<file path="src/rtl/sqxor_issue_arbiter.sv">
`default_nettype none
// ============================================================================
// Module      : sqxor_issue_arbiter
// Description : Round-robin issue arbiter for a shared, fixed-latency
//               square/fold/XOR datapath, with ID-tagged responses and a
//               RUN/DRAIN/HALTED quiesce state machine.
//               Optional macro SQXOR_ARB_PRIORITY_EN makes requester 0 urgent.
// Revision    : 1.0 - initial release
// ============================================================================
module sqxor_issue_arbiter #(
    parameter int NUM_REQ    = 4,
    parameter int BITWIDTH   = 16,
    parameter int DP_LATENCY = 4
) (
    input  logic                            clk,
    input  logic                            rst_n,
    input  logic [NUM_REQ-1:0]              req_valid,
    input  logic [NUM_REQ*BITWIDTH-1:0]     req_a,
    input  logic [NUM_REQ*BITWIDTH-1:0]     req_b,
    output logic [NUM_REQ-1:0]              req_ready,
    output logic [BITWIDTH-1:0]             dp_a,
    output logic [BITWIDTH-1:0]             dp_b,
    input  logic [BITWIDTH-1:0]             dp_result,
    output logic                            resp_valid,
    output logic [$clog2(NUM_REQ)-1:0]      resp_id,
    output logic [BITWIDTH-1:0]             resp_data,
    input  logic                            drain_req,
    output logic                            halted,
    output logic                            busy
);

    localparam int ID_W  = $clog2(NUM_REQ);
    localparam int CNT_W = $clog2(DP_LATENCY + 1);

    localparam logic [1:0] S_RUN    = 2'd0;
    localparam logic [1:0] S_DRAIN  = 2'd1;
    localparam logic [1:0] S_HALTED = 2'd2;

    logic [1:0]            r_state;
    logic [1:0]            w_state_nxt;
    logic [ID_W-1:0]       r_ptr;
    logic [ID_W-1:0]       w_ptr_nxt;
    logic                  w_ptr_upd;
    logic [CNT_W-1:0]      r_inflight;
    logic [DP_LATENCY-1:0] r_tag_v;
    logic [ID_W-1:0]       r_tag_id [DP_LATENCY];

    logic                  w_grant_en;
    logic                  w_found;
    logic                  w_xfer;
    logic [ID_W-1:0]       w_gnt_id;
    logic [NUM_REQ-1:0]    w_rr_valid;
    logic [ID_W:0]         w_idx;

    // Gating with rst_n keeps req_ready and dp_a/dp_b at zero while in reset.
    assign w_grant_en = rst_n && (r_state == S_RUN) && !drain_req;

`ifdef SQXOR_ARB_PRIORITY_EN
    assign w_rr_valid = {req_valid[NUM_REQ-1:1], 1'b0};
`else
    assign w_rr_valid = req_valid;
`endif

    always_comb begin
        w_found  = 1'b0;
        w_gnt_id = '0;
        w_idx    = '0;
        for (int k = 0; k < NUM_REQ; k++) begin
            w_idx = {1'b0, r_ptr} + (ID_W+1)'(k);
            if (w_idx >= (ID_W+1)'(NUM_REQ)) begin
                w_idx = w_idx - (ID_W+1)'(NUM_REQ);
            end
            if (!w_found && w_rr_valid[w_idx[ID_W-1:0]]) begin
                w_found  = 1'b1;
                w_gnt_id = w_idx[ID_W-1:0];
            end
        end
`ifdef SQXOR_ARB_PRIORITY_EN
        if (req_valid[0]) begin
            w_found  = 1'b1;
            w_gnt_id = '0;
        end
`endif
        if (!w_grant_en) begin
            w_found  = 1'b0;
            w_gnt_id = '0;
        end
    end

    assign w_xfer = w_found;

    always_comb begin
        req_ready = '0;
        if (w_found) begin
            req_ready[w_gnt_id] = 1'b1;
        end
    end

    // Operands are zeroed when idle so the datapath only toggles on real work.
    assign dp_a = w_found ? req_a[int'(w_gnt_id)*BITWIDTH +: BITWIDTH] : '0;
    assign dp_b = w_found ? req_b[int'(w_gnt_id)*BITWIDTH +: BITWIDTH] : '0;

    assign w_ptr_nxt = (w_gnt_id == ID_W'(NUM_REQ - 1)) ? '0 : w_gnt_id + ID_W'(1);

`ifdef SQXOR_ARB_PRIORITY_EN
    assign w_ptr_upd = w_xfer && (w_gnt_id != '0);
`else
    assign w_ptr_upd = w_xfer;
`endif

    always_ff @(posedge clk or negedge rst_n) begin
        if (!rst_n) begin
            r_ptr <= '0;
        end else if (w_ptr_upd) begin
            r_ptr <= w_ptr_nxt;
        end
    end

    always_comb begin
        w_state_nxt = r_state;
        case (r_state)
            S_RUN: begin
                if (drain_req) w_state_nxt = S_DRAIN;
            end
            S_DRAIN: begin
                if (!drain_req)              w_state_nxt = S_RUN;
                else if (r_inflight == '0)   w_state_nxt = S_HALTED;
            end
            S_HALTED: begin
                if (!drain_req) w_state_nxt = S_RUN;
            end
            default: w_state_nxt = S_RUN;
        endcase
    end

    always_ff @(posedge clk or negedge rst_n) begin
        if (!rst_n) begin
            r_state <= S_RUN;
        end else begin
            r_state <= w_state_nxt;
        end
    end

    // Tag stage k holds the op issued k+1 cycles ago; the last stage lines up
    // with dp_result.
    always_ff @(posedge clk or negedge rst_n) begin
        if (!rst_n) begin
            r_tag_v <= '0;
            for (int i = 0; i < DP_LATENCY; i++) begin
                r_tag_id[i] <= '0;
            end
        end else begin
            r_tag_v[0]  <= w_xfer;
            r_tag_id[0] <= w_gnt_id;
            for (int i = 1; i < DP_LATENCY; i++) begin
                r_tag_v[i]  <= r_tag_v[i-1];
                r_tag_id[i] <= r_tag_id[i-1];
            end
        end
    end

    always_ff @(posedge clk or negedge rst_n) begin
        if (!rst_n) begin
            r_inflight <= '0;
        end else begin
            case ({w_xfer, r_tag_v[DP_LATENCY-1]})
                2'b10:   r_inflight <= r_inflight + CNT_W'(1);
                2'b01:   r_inflight <= r_inflight - CNT_W'(1);
                default: r_inflight <= r_inflight;
            endcase
        end
    end

    assign resp_valid = r_tag_v[DP_LATENCY-1];
    assign resp_id    = r_tag_id[DP_LATENCY-1];
    assign resp_data  = dp_result;
    assign halted     = (r_state == S_HALTED);
    assign busy       = (r_inflight != '0);

endmodule
`default_nettype wire

</file>
<file path="config.mk">
export PLATFORM = sky130hd
export DESIGN_NAME = sqxor_issue_arbiter
export DESIGN_NICKNAME = d
export VERILOG_FILES = /design/src/rtl/sqxor_issue_arbiter.sv
export SDC_FILE = /design/constraint.sdc
export NUM_CORES = 1
export LEC_CHECK = 0
export BUFFER_PORTS_ARGS = -buffer_cell sky130_fd_sc_hd__buf_2
export CAP_MARGIN = 0
export CORE_AREA = 2 2 79 81
export CTS_CLUSTER_SIZE = 10
export DETAILED_ROUTE_END_ITERATION = 16
export DIE_AREA = 0 0 81 83
export PLACE_DENSITY_LB_ADDON = 0.1
export SETUP_SLACK_MARGIN = 0.5
export SYNTH_ARGS = -nofsm -noshare
export SYNTH_HDL_FRONTEND = slang
export SYNTH_SLANG_ARGS = --single-unit
</file>
<file path="constraint.sdc">
create_clock -name clk -period 2.8 [get_ports clk]
set_clock_uncertainty 0.15 [all_clocks]
set_input_delay 0.14 -clock clk [delete_from_list [all_inputs] [get_ports clk]]
set_output_delay 0.14 -clock clk [all_outputs]
set_load 0.02 [all_outputs]
</file>
# Word level (Yosys, flattened, before mapping)

Index checks and enable logic that the tools add are counted.

Flip-flop bits (word level): 19

Add/subtract/negate cells: 10
$lt $le $gt $ge: 10
Eq/ne operators: 8
Shift-type cells: 2
Multiplexer cells: 34
Reductions and logical operators: 15

Operator list:

| cell                  | number |
|---|---|
| $shiftx A64 B7 Y16    | 2 |
| $mux W16              | 2 |
| $mux W2               | 14 |
| $lt A2 B3 Y1 const B  | 5 |
| $mux W1               | 10 |
| $ge A3 B3 Y1 const B  | 3 |
| $bmux W1 S2           | 4 |
| $sub A2 B1 Y2 const B | 4 |
| $add A2 B2 Y3 const B | 2 |
| $eq A2 B2 Y1 const B  | 3 |
| $logic_and A1 B1 Y1   | 6 |
| $pmux W2 S3           | 1 |
| $pmux W3 S2           | 1 |
| $eq A2 B1 Y1 const B  | 2 |
| $logic_not A1 Y1      | 4 |
| $mux W4               | 1 |
| $ne A2 B2 Y1 const B  | 2 |
| $add A2 B1 Y3 const B | 1 |
| $add A3 B1 Y3 const B | 1 |
| $ge A2 B3 Y1 const B  | 1 |
| $logic_not A3 Y1      | 1 |
| $ne A3 B3 Y1 const B  | 1 |
| $reduce_and A3 Y1     | 1 |
| $reduce_bool A3 Y1    | 1 |
| 6 further kinds       | 6 |

# Logic depth before layout (Yosys ltp)

Depth in word-level cells: 20
Mapped depth: 9
Mapped depth without buffers: 8

# Worst setup path after synthesis

Ideal clock, no wire load.

Path kind: register -> register
From: register r_state[1]
To: register r_inflight[2]
Arrival: 2.058 ns
Required time: 2.525 ns
Setup slack: 0.467 ns
Stages on the path, launching flop included: 10
Period minus slack after synthesis: 2.333 ns
Path through: dfrtp_1 -> or4b_4 -> or2_1 -> buf_6 -> ha_1 -> inv_1 -> fa_1 -> xor2_1 -> nor2_1 -> xor2_1

Word-level cells in the longest chain between the ends: 6

RTL lines:

| element                                                  | RTL line | source |
|---|---|---|
| start: declaration                                       | 39       | `logic [1:0] r_state;` |
| start signal: assignment                                 | 140      | `r_state <= w_state_nxt;` |
| $logic_not A2 Y1 *                                       | 56       | `assign w_grant_en = rst_n && (r_state == S_RUN) && !drain_req;` |
| $logic_and A1 B1 Y1 * (2 in a row)                       | 56       |  |
| $mux W1 *                                                | 84       | `if (!w_grant_en) begin` |
| $eq A2 B1 Y1 / $eq A2 B2 Y1 (equally long branches)      | 166      | `case ({w_xfer, r_tag_v[DP_LATENCY-1]})` |
| $pmux W3 S2 / $reduce_bool A2 Y1 (equally long branches) | --       |  |
| end signal: assignment                                   | 167      | `2'b10: r_inflight <= r_inflight + CNT_W'(1);` |
| end signal: assignment                                   | 168      | `2'b01: r_inflight <= r_inflight - CNT_W'(1);` |
| end signal: assignment                                   | 169      | `default: r_inflight <= r_inflight;` |
| end: declaration                                         | 44       | `logic [CNT_W-1:0] r_inflight;` |

Every way passes the cells marked *; elsewhere a longest branch is shown, timed or not.
A chain may end at the register's enable or synchronous reset.

# Worst setup path after layout

From: register r_state[0]
To: output port req_ready[0]

Word-level cells in the longest chain between the ends: 9

RTL lines:

| element                                                                   | RTL line | source |
|---|---|---|
| $logic_not A2 Y1 *                                                        | 56       |  |
| $logic_and A1 B1 Y1 * (2 in a row)                                        | 56       |  |
| $mux W2 *                                                                 | 84       |  |
| named net w_gnt_id[0]                                                     | 51       | `logic [ID_W-1:0] w_gnt_id;` |
| $lt A2 B3 Y1 (implied by the code) / $ge A2 B1 Y1 (equally long branches) | 95       | `req_ready[w_gnt_id] = 1'b1;` |
| $logic_and A1 B1 Y1 (implied by the code)                                 | 95       |  |
| $mux W1 (implied by the code)                                             | 95       |  |
| $demux W1 S2 *                                                            | 95       |  |
| $mux W4 *                                                                 | 94       | `if (w_found) begin` |
| end: declaration                                                          | 20       | `output logic [NUM_REQ-1:0] req_ready,` |

Mark *: on every way through the listed nets, which the timed path passes. The rest lies on a longest branch.

==> flow_summary_export.csv <==
group,metric,value,unit
cts,insertion_delay_to_the_later_sink_of_the_worst_skew_pair,240,ps
die,placeableCoreArea,5820,µm²
place,portBuffers,175,
die,die_area,6720,µm²
routing,iteration_0_drc_count_of_the_detailed_router,94,
sta,fin_ws,372,ps
routing,ant_nets,0,
layout,final.fill_count,584,
place,placement.setup.worst_slack,70.1,ps
pwr,vdd_ir_drop_max,0.273,mV
synth,postSynthCellCount,202,
routing,routed_wl,8600,µm
critical_path,kind_of_cell_with_the_highest_combined_delay_on_the_critical_path,"simple AND/OR/NAND/NOR gates",
hold_path,worst_hold_path_type,"input pin to flip-flop",
grt,track_usage,0.249,
sta,setup_viol_count_final,0,
grt,grt_overflow,0,
cts,tritoncts.num_buffers,3,
critical_path,critical_path.startpoint_type,"flip-flop",
synth,synth.largest_area_cell,"sky130_fd_sc_hd__dfrtp_1",
layout,multi_input_area,1280,µm²
synth,synth_top_cell_area_share,0.250,
sta,number_of_endpoints_with_negative_hold_slack_in_the_final_report,0,
routing,dr.pass1.iters,4,
die,floorplan.initialDensity,0.327,
critical_path,crit_fanout,5,
grt,grt_max_degree,22,
layout,post_layout_nonfiller_instances,451,
critical_path,critPathCaptureType,"primary output",
sta,grt_setup_unrepaired,"true",
routing,routedWlPerCell,19.1,µm
cts,clock_tree_from_tritoncts,"yes",
cts,clk_pin_slew_worst_paths,60,ps
sta,final.min_clock_period,2430,ps
cts,cts_buffer_depth,2,
routing,vias,2367,
run_status,status,"finished, final reports clean",
synth,synth.net_count,359,
synth,synth_warnings,0,
sta,final_min_period_over_clock_period,0.867,
synth,synth.top_cells.by_area,"sky130_fd_sc_hd__dfrtp_1, sky130_fd_sc_hd__mux2i_1, sky130_fd_sc_hd__a32oi_1",
synth,postSynthRegisterBits,19,
sta,max_clock_freq,412,MHz
layout,layout_commonest_cell,"sky130_fd_sc_hd__buf_2",
critical_path,worstPathArrival,2140,ps
pwr,total_leakage_power,1.64,nW
place,place_hpwl,6630,µm
routing,remaining_drc_errors,0,
sta,setup_tns,0,ps
synth,synth-xor-area-share,0.0138,
cts,clkSinkCount,19,
synth,synth-seq-area-share,0.250,
die,placement_rows,28,
grt,number_of_antenna_violations_at_the_first_check_in_global_routing,0,
die,fp.dieW,81,µm
critical_path,setup.reg_to_reg.worst_slack,410,ps
critical_path,cp_slowest_cell,"sky130_fd_sc_hd__or4b_4",
grt,grt_pass1_wl,12900,µm
grt,first_global_vias,2387,
cts,cts-htree-levels,1,
synth,share_of_the_synthesized_area_in_compound_gates_ao_oa_aoi_oai,0.296,
cts,ctsRootBufferMaster,"sky130_fd_sc_hd__clkbuf_8",
sta,worst-slew-pin-transition,794,ps
synth,post_synth_mux_area_share,0.179,
synth,avgSynthCellArea,9.43,µm²
pwr,power_density,491,nW/µm²
critical_path,path_cells,"or4b_4 > or2_4 > nor2_4 > inv_2 > ha_2 > and2_4 > buf_6",
place,numPlacedInstances,427,
pwr,power,1.55,mW
routing,detail_route.vias_per_cell,5.25,
critical_path,critPathMaxStageDelay,570,ps
synth,synthAdderAreaFrac,0.0434,
synth,yosys.area_share.simple,0.0716,
layout,drive_gt1_frac,0.620,
synth,synth_top_family_by_area,"compound AO/OA/AOI/OAI gates",
layout,n_antenna_cell,0,
layout,most-common-layout-cells,"sky130_fd_sc_hd__buf_2, sky130_fd_sc_hd__buf_4, sky130_fd_sc_hd__mux2i_1",
die,die_h,83,µm
place,gp_congestion,0.873,
flow_run,drv_cap,0,
sta,timing_max_transition_violations_final,0,
synth,yosysUniqueCellTypes,33,
die,floorplan.io_pins,208,
layout,area_delta_synth_final,66.0,%
layout,postLayoutCoreUtil,0.543,
critical_path,number_of_buffers_and_inverters_on_the_critical_path,2,
sta,timing.max_slew.rel_slack,0.469,
layout,nets,534,
critical_path,critPathKind,"flip-flop to primary output",
critical_path,worstPathRequired,2510,ps
synth,mappedNetlistArea,1900,µm²
layout,sequential_cell_area,477,µm²
-- cells by family (layout without fill, tap and decap cells) --
kind of cell | after synthesis | in the layout
AO/OA/AOI/OAI | 74 | 77
buffers and inverters | 43 | 214
multiplexers | 34 | 34
AND/OR/NAND/NOR | 23 | 23
flip-flops | 19 | 19
adder cells (fa/ha/maj) | 6 | 6
XOR/XNOR | 3 | 3
-- routing by layer --
metal	vias to the layer above	track usage	wire, µm	share of wire
met5	-	0	0	0
met4	0	0.0370	129	0.015
li1	1116	-	-	-
met1	1119	0.288	3100	0.36
met2	122	0.466	4700	0.55
met3	10	0.0543	670	0.078
-- timing repair --
| item | in CTS | in global routing |
|---|---|---|
| hold buffers | 2 | 0 |
| setup endpoints to repair | 38 | 38 |
| hold endpoints to repair | 20 | 0 |
| cloned | 4 | 0 |
| resized for setup | 63 | 10 |
| setup buffers | 7 | 7 |
| pin swaps | 9 | 6 |
-- registers in the layout, summed over array words and instances (netlist names) --
name	count
r_tag_id	6
r_ptr	2
r_inflight	3
r_state	2
resp_id	2
r_tag_v	4
-- area by class of cell --
| class | count | area share |
|---|---|---|
| clock buffer | 3 | 0.0131 |
| timing repair buffer | 202 | 0.388 |
| multi-input combinational | 143 | 0.406 |
| sequential | 19 | 0.151 |
| inverter | 8 | 0.0111 |
| clock inverter | 1 | 0.00158 |
| tap | 75 | 0.0297 |
-- synthesized netlist by cell type --
cell	number
sky130_fd_sc_hd__nand2_1	5
sky130_fd_sc_hd__o21ai_1	30
sky130_fd_sc_hd__a21o_1	2
sky130_fd_sc_hd__nor3_2	1
sky130_fd_sc_hd__a2111oi_4	1
sky130_fd_sc_hd__buf_4	18
sky130_fd_sc_hd__or4b_4	1
sky130_fd_sc_hd__clkinv_4	1
sky130_fd_sc_hd__o21ai_4	1
sky130_fd_sc_hd__xnor2_1	1
sky130_fd_sc_hd__xor2_1	2
sky130_fd_sc_hd__nor4_1	1
sky130_fd_sc_hd__dfrtp_1	19
sky130_fd_sc_hd__a21oi_2	1
sky130_fd_sc_hd__nor3_1	1
sky130_fd_sc_hd__inv_1	7
sky130_fd_sc_hd__mux2i_1	34
sky130_fd_sc_hd__nand2b_1	2
sky130_fd_sc_hd__or2_1	1
sky130_fd_sc_hd__o21ai_0	3
sky130_fd_sc_hd__and3b_1	1
sky130_fd_sc_hd__ha_1	5
sky130_fd_sc_hd__nor2_1	3
sky130_fd_sc_hd__buf_6	4
sky130_fd_sc_hd__a32oi_1	32
sky130_fd_sc_hd__buf_2	13
sky130_fd_sc_hd__and2_1	5
sky130_fd_sc_hd__o21a_1	1
sky130_fd_sc_hd__o31ai_1	1
sky130_fd_sc_hd__nor2b_1	2
sky130_fd_sc_hd__fa_1	1
sky130_fd_sc_hd__a2bb2oi_1	1
sky130_fd_sc_hd__a311oi_4	1
-- path summary, 6_finish.rpt --
| kind | from | end | cells past startpoint |
|---|---|---|---|
| max | r_state[0] | req_ready[0] | 7 |
| min | drain_req | r_state[0] | 2 |
| max reg2reg | r_state[0] | r_inflight[1] | 7 |
| min reg2reg | r_tag_v[1] | r_tag_v[2] | 0 |
| max in group asynchronous | rst_n | r_ptr[0] | 3 |
| min in group asynchronous | rst_n | r_inflight[1] | 3 |
-- report_power, final --
group / internal, mW / switching (mW) / total (mW)
combinational: 0.457 / 0.550 / 1.01
clock: 0.0984 / 0.0787 / 0.177
sequential: 0.329 / 0.0385 / 0.367
total: 0.884 / 0.667 / 1.55
-- through the flow --
| stage | area [µm²] | hold slack, ps |
|---|---|---|
| after global placement | 2710 | -5.77 |
| after CTS | 3060 | 24.6 |
| final | 3160 | 29.8 |
| after floorplan | 1900 | -306 |
| after global routing | 3160 | 48.0 |
| after detailed placement | 2710 | -9.20 |
(Power assumes the default switching activity.)
